--- config.mk ---
export PLATFORM = sky130hd
export DESIGN_NAME = mips_operand_fetch_flat
export DESIGN_NICKNAME = d
export VERILOG_FILES = /design/src/rtl/mips_pkg.sv /design/src/rtl/mips_operand_fetch_if.sv /design/src/rtl/mips_regfile.sv /design/src/rtl/mips_operand_fetch.sv /design/src/flat_wrapper.sv
export SDC_FILE = /design/constraint.sdc
export NUM_CORES = 2
export LEC_CHECK = 0
export ABC_CLOCK_PERIOD_IN_PS = 1800
export CAP_MARGIN = 15
export CORE_ASPECT_RATIO = 1.4
export CORE_MARGIN = 1
export CORE_UTILIZATION = 45
export CTS_BUF_LIST = sky130_fd_sc_hd__clkbuf_8
export DETAILED_ROUTE_END_ITERATION = 10
export PLACE_DENSITY_LB_ADDON = 0.3
export SLEW_MARGIN = 20
export SYNTH_ARGS = -nofsm -noshare
export SYNTH_HDL_FRONTEND = slang
export SYNTH_HIERARCHICAL = 1
export SYNTH_SLANG_ARGS = --single-unit
--- constraint.sdc ---
create_clock -name clk -period 1.8 [get_ports clk]
set_input_delay 0.45 -clock clk [delete_from_list [all_inputs] [get_ports clk]]
set_output_delay 0.45 -clock clk [all_outputs]
set_load 0.02 [all_outputs]
--- src/rtl/mips_pkg.sv ---
// Shared constants and helpers for the MIPS operand-fetch slice.
// Optional macro MIPS_OPF_BYPASS_EN (used by the top) enables write-first bypass and stall refresh.
package mips_pkg;

  localparam int DATA_W = 32;
  localparam int ADDR_W = 5;
  localparam int NREG   = 32;

  localparam logic [ADDR_W-1:0] REG_ZERO = 5'd0;

  function automatic logic [DATA_W-1:0] sext16(input logic [15:0] v);
    return {{16{v[15]}}, v};
  endfunction

endpackage

--- src/rtl/mips_operand_fetch_if.sv ---
// Issue, hazard-control, writeback and operand bus between the decoder and the operand-fetch stage.
interface mips_operand_fetch_if;
  import mips_pkg::*;

  logic              iss_valid;
  logic [ADDR_W-1:0] rs_addr;
  logic [ADDR_W-1:0] rt_addr;
  logic [15:0]       imm;
  logic              use_imm;
  logic              stall;
  logic              flush;
  logic              wr_en;
  logic [ADDR_W-1:0] wr_addr;
  logic [DATA_W-1:0] wr_data;
  logic [DATA_W-1:0] a_out;
  logic [DATA_W-1:0] b_out;
  logic              op_valid;

  modport master (
    output iss_valid, rs_addr, rt_addr, imm, use_imm, stall, flush,
    output wr_en, wr_addr, wr_data,
    input  a_out, b_out, op_valid
  );

  modport slave (
    input  iss_valid, rs_addr, rt_addr, imm, use_imm, stall, flush,
    input  wr_en, wr_addr, wr_data,
    output a_out, b_out, op_valid
  );

endinterface

--- src/rtl/mips_regfile.sv ---
// 32 x 32-bit general register file: two combinational read ports, one write port.
// Register 0 is hardwired to zero on read and never written.
module mips_regfile
  import mips_pkg::*;
(
  input  logic              clk,
  input  logic              rst_n,
  input  logic              wr_en,
  input  logic [ADDR_W-1:0] wr_addr,
  input  logic [DATA_W-1:0] wr_data,
  input  logic [ADDR_W-1:0] rd_a_addr,
  input  logic [ADDR_W-1:0] rd_b_addr,
  output logic [DATA_W-1:0] rd_a_data,
  output logic [DATA_W-1:0] rd_b_data
);

  logic [DATA_W-1:0] regs_r [0:NREG-1];

  // Register storage with asynchronous clear
  always_ff @(posedge clk or negedge rst_n) begin
    if (!rst_n) begin
      for (int i = 0; i < NREG; i++) begin
        regs_r[i] <= {DATA_W{1'b0}};
      end
    end else if (wr_en && (wr_addr != REG_ZERO)) begin
      regs_r[wr_addr] <= wr_data;
    end
  end

  assign rd_a_data = (rd_a_addr == REG_ZERO) ? {DATA_W{1'b0}} : regs_r[rd_a_addr];
  assign rd_b_data = (rd_b_addr == REG_ZERO) ? {DATA_W{1'b0}} : regs_r[rd_b_addr];

endmodule

--- src/rtl/mips_operand_fetch.sv ---
// Operand-fetch stage: register file plus registered ALU operand latch with stall/flush.
// Define MIPS_OPF_BYPASS_EN for write-first collision bypass and refresh of stalled operands.
module mips_operand_fetch
  import mips_pkg::*;
(
  input  logic                 clk,
  input  logic                 rst_n,
  mips_operand_fetch_if.slave  bus
);

  logic [DATA_W-1:0] rd_a_s;
  logic [DATA_W-1:0] rd_b_s;
  logic [DATA_W-1:0] a_cap_s;
  logic [DATA_W-1:0] b_cap_s;
  logic [DATA_W-1:0] a_nxt_s;
  logic [DATA_W-1:0] b_nxt_s;
  logic              v_nxt_s;
  logic [DATA_W-1:0] a_r;
  logic [DATA_W-1:0] b_r;
  logic              v_r;
  logic              wr_hit_s;

`ifdef MIPS_OPF_BYPASS_EN
  logic [ADDR_W-1:0] rs_r;
  logic [ADDR_W-1:0] rt_r;
  logic              use_imm_r;
`endif

  mips_regfile u_regfile (
    .clk       (clk),
    .rst_n     (rst_n),
    .wr_en     (bus.wr_en),
    .wr_addr   (bus.wr_addr),
    .wr_data   (bus.wr_data),
    .rd_a_addr (bus.rs_addr),
    .rd_b_addr (bus.rt_addr),
    .rd_a_data (rd_a_s),
    .rd_b_data (rd_b_s)
  );

  assign wr_hit_s = bus.wr_en && (bus.wr_addr != REG_ZERO);

  // Operand values that an issue this cycle would capture
  always_comb begin
    a_cap_s = rd_a_s;
    b_cap_s = rd_b_s;
`ifdef MIPS_OPF_BYPASS_EN
    if (wr_hit_s && (bus.wr_addr == bus.rs_addr)) begin
      a_cap_s = bus.wr_data;
    end else begin
      a_cap_s = rd_a_s;
    end
    if (bus.use_imm) begin
      b_cap_s = sext16(bus.imm);
    end else if (wr_hit_s && (bus.wr_addr == bus.rt_addr)) begin
      b_cap_s = bus.wr_data;
    end else begin
      b_cap_s = rd_b_s;
    end
`else
    if (bus.use_imm) begin
      b_cap_s = sext16(bus.imm);
    end else begin
      b_cap_s = rd_b_s;
    end
`endif
  end

  // Output latch next state: flush > stall > issue > idle
  always_comb begin
    a_nxt_s = a_r;
    b_nxt_s = b_r;
    v_nxt_s = 1'b0;
    if (bus.flush) begin
      v_nxt_s = 1'b0;
    end else if (bus.stall) begin
      v_nxt_s = v_r;
`ifdef MIPS_OPF_BYPASS_EN
      if (wr_hit_s && (bus.wr_addr == rs_r)) begin
        a_nxt_s = bus.wr_data;
      end else begin
        a_nxt_s = a_r;
      end
      if (wr_hit_s && !use_imm_r && (bus.wr_addr == rt_r)) begin
        b_nxt_s = bus.wr_data;
      end else begin
        b_nxt_s = b_r;
      end
`endif
    end else if (bus.iss_valid) begin
      a_nxt_s = a_cap_s;
      b_nxt_s = b_cap_s;
      v_nxt_s = 1'b1;
    end else begin
      v_nxt_s = 1'b0;
    end
  end

  // Registered operand outputs
  always_ff @(posedge clk or negedge rst_n) begin
    if (!rst_n) begin
      a_r <= {DATA_W{1'b0}};
      b_r <= {DATA_W{1'b0}};
      v_r <= 1'b0;
    end else begin
      a_r <= a_nxt_s;
      b_r <= b_nxt_s;
      v_r <= v_nxt_s;
    end
  end

`ifdef MIPS_OPF_BYPASS_EN
  // Source addresses of the operand pair currently held, used to refresh it while stalled
  always_ff @(posedge clk or negedge rst_n) begin
    if (!rst_n) begin
      rs_r      <= {ADDR_W{1'b0}};
      rt_r      <= {ADDR_W{1'b0}};
      use_imm_r <= 1'b0;
    end else if (!bus.flush && !bus.stall && bus.iss_valid) begin
      rs_r      <= bus.rs_addr;
      rt_r      <= bus.rt_addr;
      use_imm_r <= bus.use_imm;
    end
  end
`endif

  assign bus.a_out    = a_r;
  assign bus.b_out    = b_r;
  assign bus.op_valid = v_r;

endmodule

--- src/flat_wrapper.sv ---
// flat-port wrapper written by rule: the top's interface ports become plain ports
module mips_operand_fetch_flat import mips_pkg::*;
  (clk, rst_n, bus_iss_valid, bus_rs_addr, bus_rt_addr, bus_imm, bus_use_imm, bus_stall, bus_flush, bus_wr_en, bus_wr_addr, bus_wr_data, bus_a_out, bus_b_out, bus_op_valid);
  mips_operand_fetch_if bus_i ();
  input  logic clk;
  input  logic rst_n;
  input wire logic [$bits(bus_i.iss_valid)-1:0] bus_iss_valid;
  input wire logic [$bits(bus_i.rs_addr)-1:0] bus_rs_addr;
  input wire logic [$bits(bus_i.rt_addr)-1:0] bus_rt_addr;
  input wire logic [$bits(bus_i.imm)-1:0] bus_imm;
  input wire logic [$bits(bus_i.use_imm)-1:0] bus_use_imm;
  input wire logic [$bits(bus_i.stall)-1:0] bus_stall;
  input wire logic [$bits(bus_i.flush)-1:0] bus_flush;
  input wire logic [$bits(bus_i.wr_en)-1:0] bus_wr_en;
  input wire logic [$bits(bus_i.wr_addr)-1:0] bus_wr_addr;
  input wire logic [$bits(bus_i.wr_data)-1:0] bus_wr_data;
  output wire logic [$bits(bus_i.a_out)-1:0] bus_a_out;
  output wire logic [$bits(bus_i.b_out)-1:0] bus_b_out;
  output wire logic [$bits(bus_i.op_valid)-1:0] bus_op_valid;
  assign bus_i.iss_valid = bus_iss_valid;
  assign bus_i.rs_addr = bus_rs_addr;
  assign bus_i.rt_addr = bus_rt_addr;
  assign bus_i.imm = bus_imm;
  assign bus_i.use_imm = bus_use_imm;
  assign bus_i.stall = bus_stall;
  assign bus_i.flush = bus_flush;
  assign bus_i.wr_en = bus_wr_en;
  assign bus_i.wr_addr = bus_wr_addr;
  assign bus_i.wr_data = bus_wr_data;
  assign bus_a_out = bus_i.a_out;
  assign bus_b_out = bus_i.b_out;
  assign bus_op_valid = bus_i.op_valid;
  mips_operand_fetch u_core (.clk(clk), .rst_n(rst_n), .bus(bus_i));
endmodule
== Word-level counts from Yosys, hierarchy flattened ==
Index checks and enable logic that the tools add are counted.
Storage, ports and cells
  register bits after elaboration: 1089
  output and inout port bits: 65
Cells by class
  order comparisons: 4
  eq/ne operators: 1
  mux-type cells: 15
  bitwise logic cells: 5
  reductions and logical operators: 6
Operators with widths (number)
  1024-bit bitwise mux: 1
  32-bit binary-select mux with 5-bit select: 2
  32-bit 2-to-1 mux: 8
  32-bit demux with 5-bit select: 1
  6-bit greater-or-equal comparator, second input constant: 3
  5-bit inverter with 6-bit output: 3
  5-bit zero test: 2
  6-bit by 1-bit less-than comparator with 1-bit output, second input constant: 1
  5-bit nonzero test: 1
  1-bit 2-to-1 mux: 3
  3-bit AND reduction: 1
  1-bit logical AND: 2
  2-bit by 1-bit != test with 1-bit output, second input constant: 1
  1-bit inverter: 2

== Longest topological paths before layout ==
  depth after elaboration: 6
  mapped depth: 9
  mapped depth without buffers: 6

== Hierarchy ==
Netlist, hierarchy kept.
By module, submodules not included
  mips_regfile: instances 1, cells an instance 3621, area each 54369.6 um^2, seq. area each 25624.6 um^2
  mips_operand_fetch: instances 1, cells an instance 176, area each 3113.0 um^2, seq. area each 1626.6 um^2

== Worst setup path before layout ==
Ideal clock, no wire load.
  path kind: input to register
  from: in bus_rt_addr[1]
  to: reg u_core.b_r[24], in the netlist u_core/bus.b_out[24]
  library setup time: 0.125 ns
  data arrival time: 2.371 ns
  required time: 1.675 ns
  slack: -0.697 ns
  stages: 8
  cells stage by stage: buf_2 buf_2 mux4_2 mux2_2 o21ai_0 a311oi_1 mux2_4 mux2_4
On the way
  word-level cells in the longest chain between the ends: 6
Ends and longest elaborated chain
  start: declaration: RTL line flat_wrapper.sv:9  | input wire logic [$bits(bus_i.rt_addr)-1:0] bus_rt_addr;
  5-bit inverter with 6-bit output (not written as such): RTL line mips_regfile.sv:31  | assign rd_b_data = (rd_b_addr == REG_ZERO) ? {DATA_W{1'b0}} : regs_r[rd_b_addr];
  32-bit binary-select mux with 5-bit select: RTL line mips_regfile.sv:31
  32-bit 2-to-1 mux (not written as such) (2 in a row): RTL line mips_regfile.sv:31
  32-bit 2-to-1 mux *: RTL line mips_regfile.sv:31
  via u_core.rd_b_s[24]: RTL line mips_operand_fetch.sv:12  | logic [DATA_W-1:0] rd_b_s;
  32-bit 2-to-1 mux *: RTL line mips_operand_fetch.sv:61  | if (bus.use_imm) begin
  end signal: assignment: RTL line mips_operand_fetch.sv:103  | b_r <= {DATA_W{1'b0}};
  end signal: assignment: RTL line mips_operand_fetch.sv:107  | b_r <= b_nxt_s;
  end: declaration: RTL line mips_operand_fetch.sv:19  | logic [DATA_W-1:0] b_r;
The timed path passes the listed nets; every way through them passes the cells marked *. The select of a mux whose other input is x is not followed.
A chain may end at the register's enable or synchronous reset.

== Worst setup path in the final report ==
  from: reg u_core/u_regfile/regs_r[542] (netlist name)
  to: reg u_core.b_r[30], in the netlist u_core/bus.b_out[30]
On the way
  word-level cells in the longest chain between the ends: 5
Ends and longest elaborated chain
  start: declaration: RTL line mips_regfile.sv:17  | logic [DATA_W-1:0] regs_r [0:NREG-1];
  start signal: indexed assignment: RTL line mips_regfile.sv:23  | regs_r[i] <= {DATA_W{1'b0}};
  start signal: indexed assignment: RTL line mips_regfile.sv:26  | regs_r[wr_addr] <= wr_data;
  32-bit binary-select mux with 5-bit select: RTL line mips_regfile.sv:31
  32-bit 2-to-1 mux (not written as such) (2 in a row): RTL line mips_regfile.sv:31
  32-bit 2-to-1 mux: RTL line mips_regfile.sv:31
  via u_core.rd_b_s[30]: RTL line mips_operand_fetch.sv:12
  32-bit 2-to-1 mux: RTL line mips_operand_fetch.sv:61
The timed path passes the listed nets, and every way through them passes these cells. The select of a mux whose other input is x is not followed.

==> flow_metrics.py <==
metrics = {
    "status": {
        "status": "finished with violations",
        "violations": "negative setup slack",
    },
    "clock_tree": {
        "cts_buffer_depth": 3,
        "cts_max_level": 4,
        "cts-root-buf": "clkbuf_8",
        "path_clk_slew_ps": 60,
        "cts_tree": "done",
        "cts_buffers": 177,
        "clkSinkCount": 1089,
        "worstSkewPairLatency_ps": 890,
    },
    "route": {
        "ant_nets": 0,
        "avgRoutedWirePerCell_um": 32.22,
        "drt-pass1-iter-count": 5,
        "vias": 40740,
        "drc_errors": 0,
        "viasPerCell": 6.420,
        "drt-total-wl_um": 204500,
        "drt_iter0_markers": 3715,
    },
    "floorplanning": {
        "dieArea_um2": 129200,
        "ios": 135,
        "core.rowCount": 154,
        "die_h_um": 424.9,
        "core_area_um2": 126200,
        "initial_core_util": 0.4555,
        "dieWidth_um": 304.1,
    },
    "place": {
        "pre_cts_ws_ps": -1114,
        "dpl.hpwl_um": 136700,
        "gp_congestion": 0.8981,
        "port-buffer-count": 134,
    },
    "critical_path": {
        "setup.worst_path.end_class": "flop",
        "crit_type": "flop to flop",
        "cp.arrival_ps": 2850,
        "slowest_stage": "mux4_2",
        "crit_chain": "mux4_2 -> mux2_4 -> o21ai_2 -> a311oi_2 -> mux2_4 -> mux2_4",
        "startpoint_type": "flop",
        "max_stage_delay_ps": 480,
        "critPathMostFrequentCell": "mux2_4",
        "crit_fanout": 2,
        "required_ps": 2570,
    },
    "pwr": {
        "leakage_nw": 32.71,
        "peakVddDrop_mv": 0.7436,
        "powerDensity_nw_per_um2": 1020,
        "report.power.total_mw": 75.07,
    },
    "grt": {
        "grt_usage": 0.3191,
        "grt_pass1_vias": 42690,
        "grt_max_degree": 86,
        "overflow": 0,
        "antenna_found_initial": 8,
        "grt_pass1_wl_um": 297500,
    },
    "sta": {
        "period_needed_ps": 2085,
        "setup_viol": 127,
        "slew_viol_final": 0,
        "max_freq_mhz": 479.7,
        "finalWorstSetupSlack_ps": -284.5,
        "finalClockSkew_ps": 36.03,
        "rsz0062_at_grt": "yes",
        "slew_headroom": 0.5287,
        "hold_viol_final": 0,
        "fin_crit_sh": 1.158,
        "worst_pin_slew_ps": 706.9,
    },
    "synthesis": {
        "synthCells": 3797,
        "synth_cell_types": 39,
        "async_reset_ff_frac": 1.000,
        "synth_seq_area_share": 0.4741,
        "ys_seq_elements": 1089,
        "syn-num-nets": 3867,
        "syn-cell-area_um2": 57480,
        "yosysWarnings": 6,
        "synth_ff_type": "dfrtp_1",
        "synth_edf_count": 0,
        "syn_avg_cell_area_um2": 15.14,
    },
    "cells_and_area": {
        "post-route-util": 0.5832,
        "final_common_cell": "dfrtp_1",
        "layout_common_cells": "dfrtp_1 (1,068), mux2_2 (1,015), buf_4 (665), mux4_2 (448), clkbuf_8 (229)",
        "drive_gt1_frac": 0.6491,
        "synthToLayoutAreaGrowth_pct": 28.04,
        "finalNetCount": 4637,
    },
    "flow_run": {
        "max_cap_violations": 0,
    },
    "worst_hold_path": {
        "hold_class": "input pin to flop",
    },
}
-- cell usage after synthesis (18+ instances only) --
| master | instances | area, um^2 |
|---|---|---|
| a211oi_1 | 64 | 480.5 |
| dfrtp_1 | 1089 | 27250 |
| buf_4 | 34 | 255.2 |
| a22oi_1 | 64 | 480.5 |
| clkbuf_1 | 224 | 840.8 |
| mux4_2 | 448 | 10090 |
| mux2i_1 | 129 | 1291 |
| a221oi_1 | 46 | 402.9 |
| nor2_1 | 20 | 75.07 |
| o21ai_0 | 101 | 505.5 |
| o2111ai_1 | 18 | 157.7 |
| buf_2 | 170 | 850.8 |
| mux2_4 | 60 | 900.9 |
| nor2b_1 | 71 | 444.2 |
| mux2_2 | 1082 | 12180 |
| nand2_1 | 49 | 183.9 |
| a311oi_1 | 64 | 560.5 |
-- power by group --
group	leakage [nW]	internal (mW)	switching, mW
logic	16.7	12.3	7.62
registers	13.9	29.3	3.65
clock network	2.06	11.8	10.4
total	32.7	53.4	21.7
-- state kept, by name (all words and copies together) (netlist names) --
name and flops:
u_core/bus.a_out 32, u_core/bus.b_out 32, u_core/bus.op_valid 1, u_core/u_regfile/regs_r 1024
-- final timing paths --
check,startpoint,to,slack (ps),depth (start not counted)
worst min-delay path,bus_flush,u_core/bus.op_valid,200,2
worst max register to register,u_core/u_regfile/regs_r[542],u_core/bus.b_out[30],-280,6
worst min register to register,u_core/u_regfile/regs_r[1013],u_core/u_regfile/regs_r[1013],390,0
min in group asynchronous,rst_n,u_core/u_regfile/regs_r[834],270,3
worst max-delay path,u_core/u_regfile/regs_r[542],u_core/bus.b_out[30],-280,6
max in group asynchronous,rst_n,u_core/u_regfile/regs_r[130],630,3
-- layout make-up --
class	instances	area (um^2)
timing repair buffer	1035	10960
antenna	5	12.51
inverter	2	12.51
tap	1638	2049
fill	9758	52610
sequential	1089	27280
clock buffer	229	3152
clock inverter	85	475.5
multi-input combinational	2262	29660
-- per-layer routing --
| metal | share of wire | track usage |
|---|---|---|
| met1 | 0.39 | 0.4161 |
| met2 | 0.48 | 0.5138 |
| met3 | 0.078 | 0.06348 |
| met4 | 0.049 | 0.1511 |
| met5 | 0.00024 | 0 |
-- per-stage QoR --
step	std cells	hold slack (ps)	instance area, um^2	setup TNS, ps
finish	6345	197.8	73600	-17310
global placement	5964	343.6	68000	-625770
floorplan	3797	154.4	57980	-26180
CTS	6316	127.6	72960	-21280
detailed placement	5964	349.3	68000	-649590
global route	6342	191.5	73590	-23840
-- cell families after synthesis --
logic type | synth area share
multiplexers | 0.4276
flip-flops | 0.4741
buffers and inverters | 0.03703
AO/OA/AOI/OAI | 0.04580
AND/OR/NAND/NOR | 0.01552
-- worst max-delay path, delay by kind of cell, from the launching register on --
kind | cells | cell delay, ps
AO/OA/AOI/OAI | 2 | 220
flip-flops | 1 | 380
multiplexers | 4 | 1360
-- what timing repair did --
| item | CTS | global route |
|---|---|---|
| hold buffers | 2 | 0 |
| setup buffers | 51 | 25 |
| setup endpoints to repair | 127 | 181 |
| pin swaps | 47 | 30 |
| hold endpoints to repair | 944 | 0 |
| resized for setup | 644 | 102 |
Note: power is estimated with default switching activity, not from simulation.
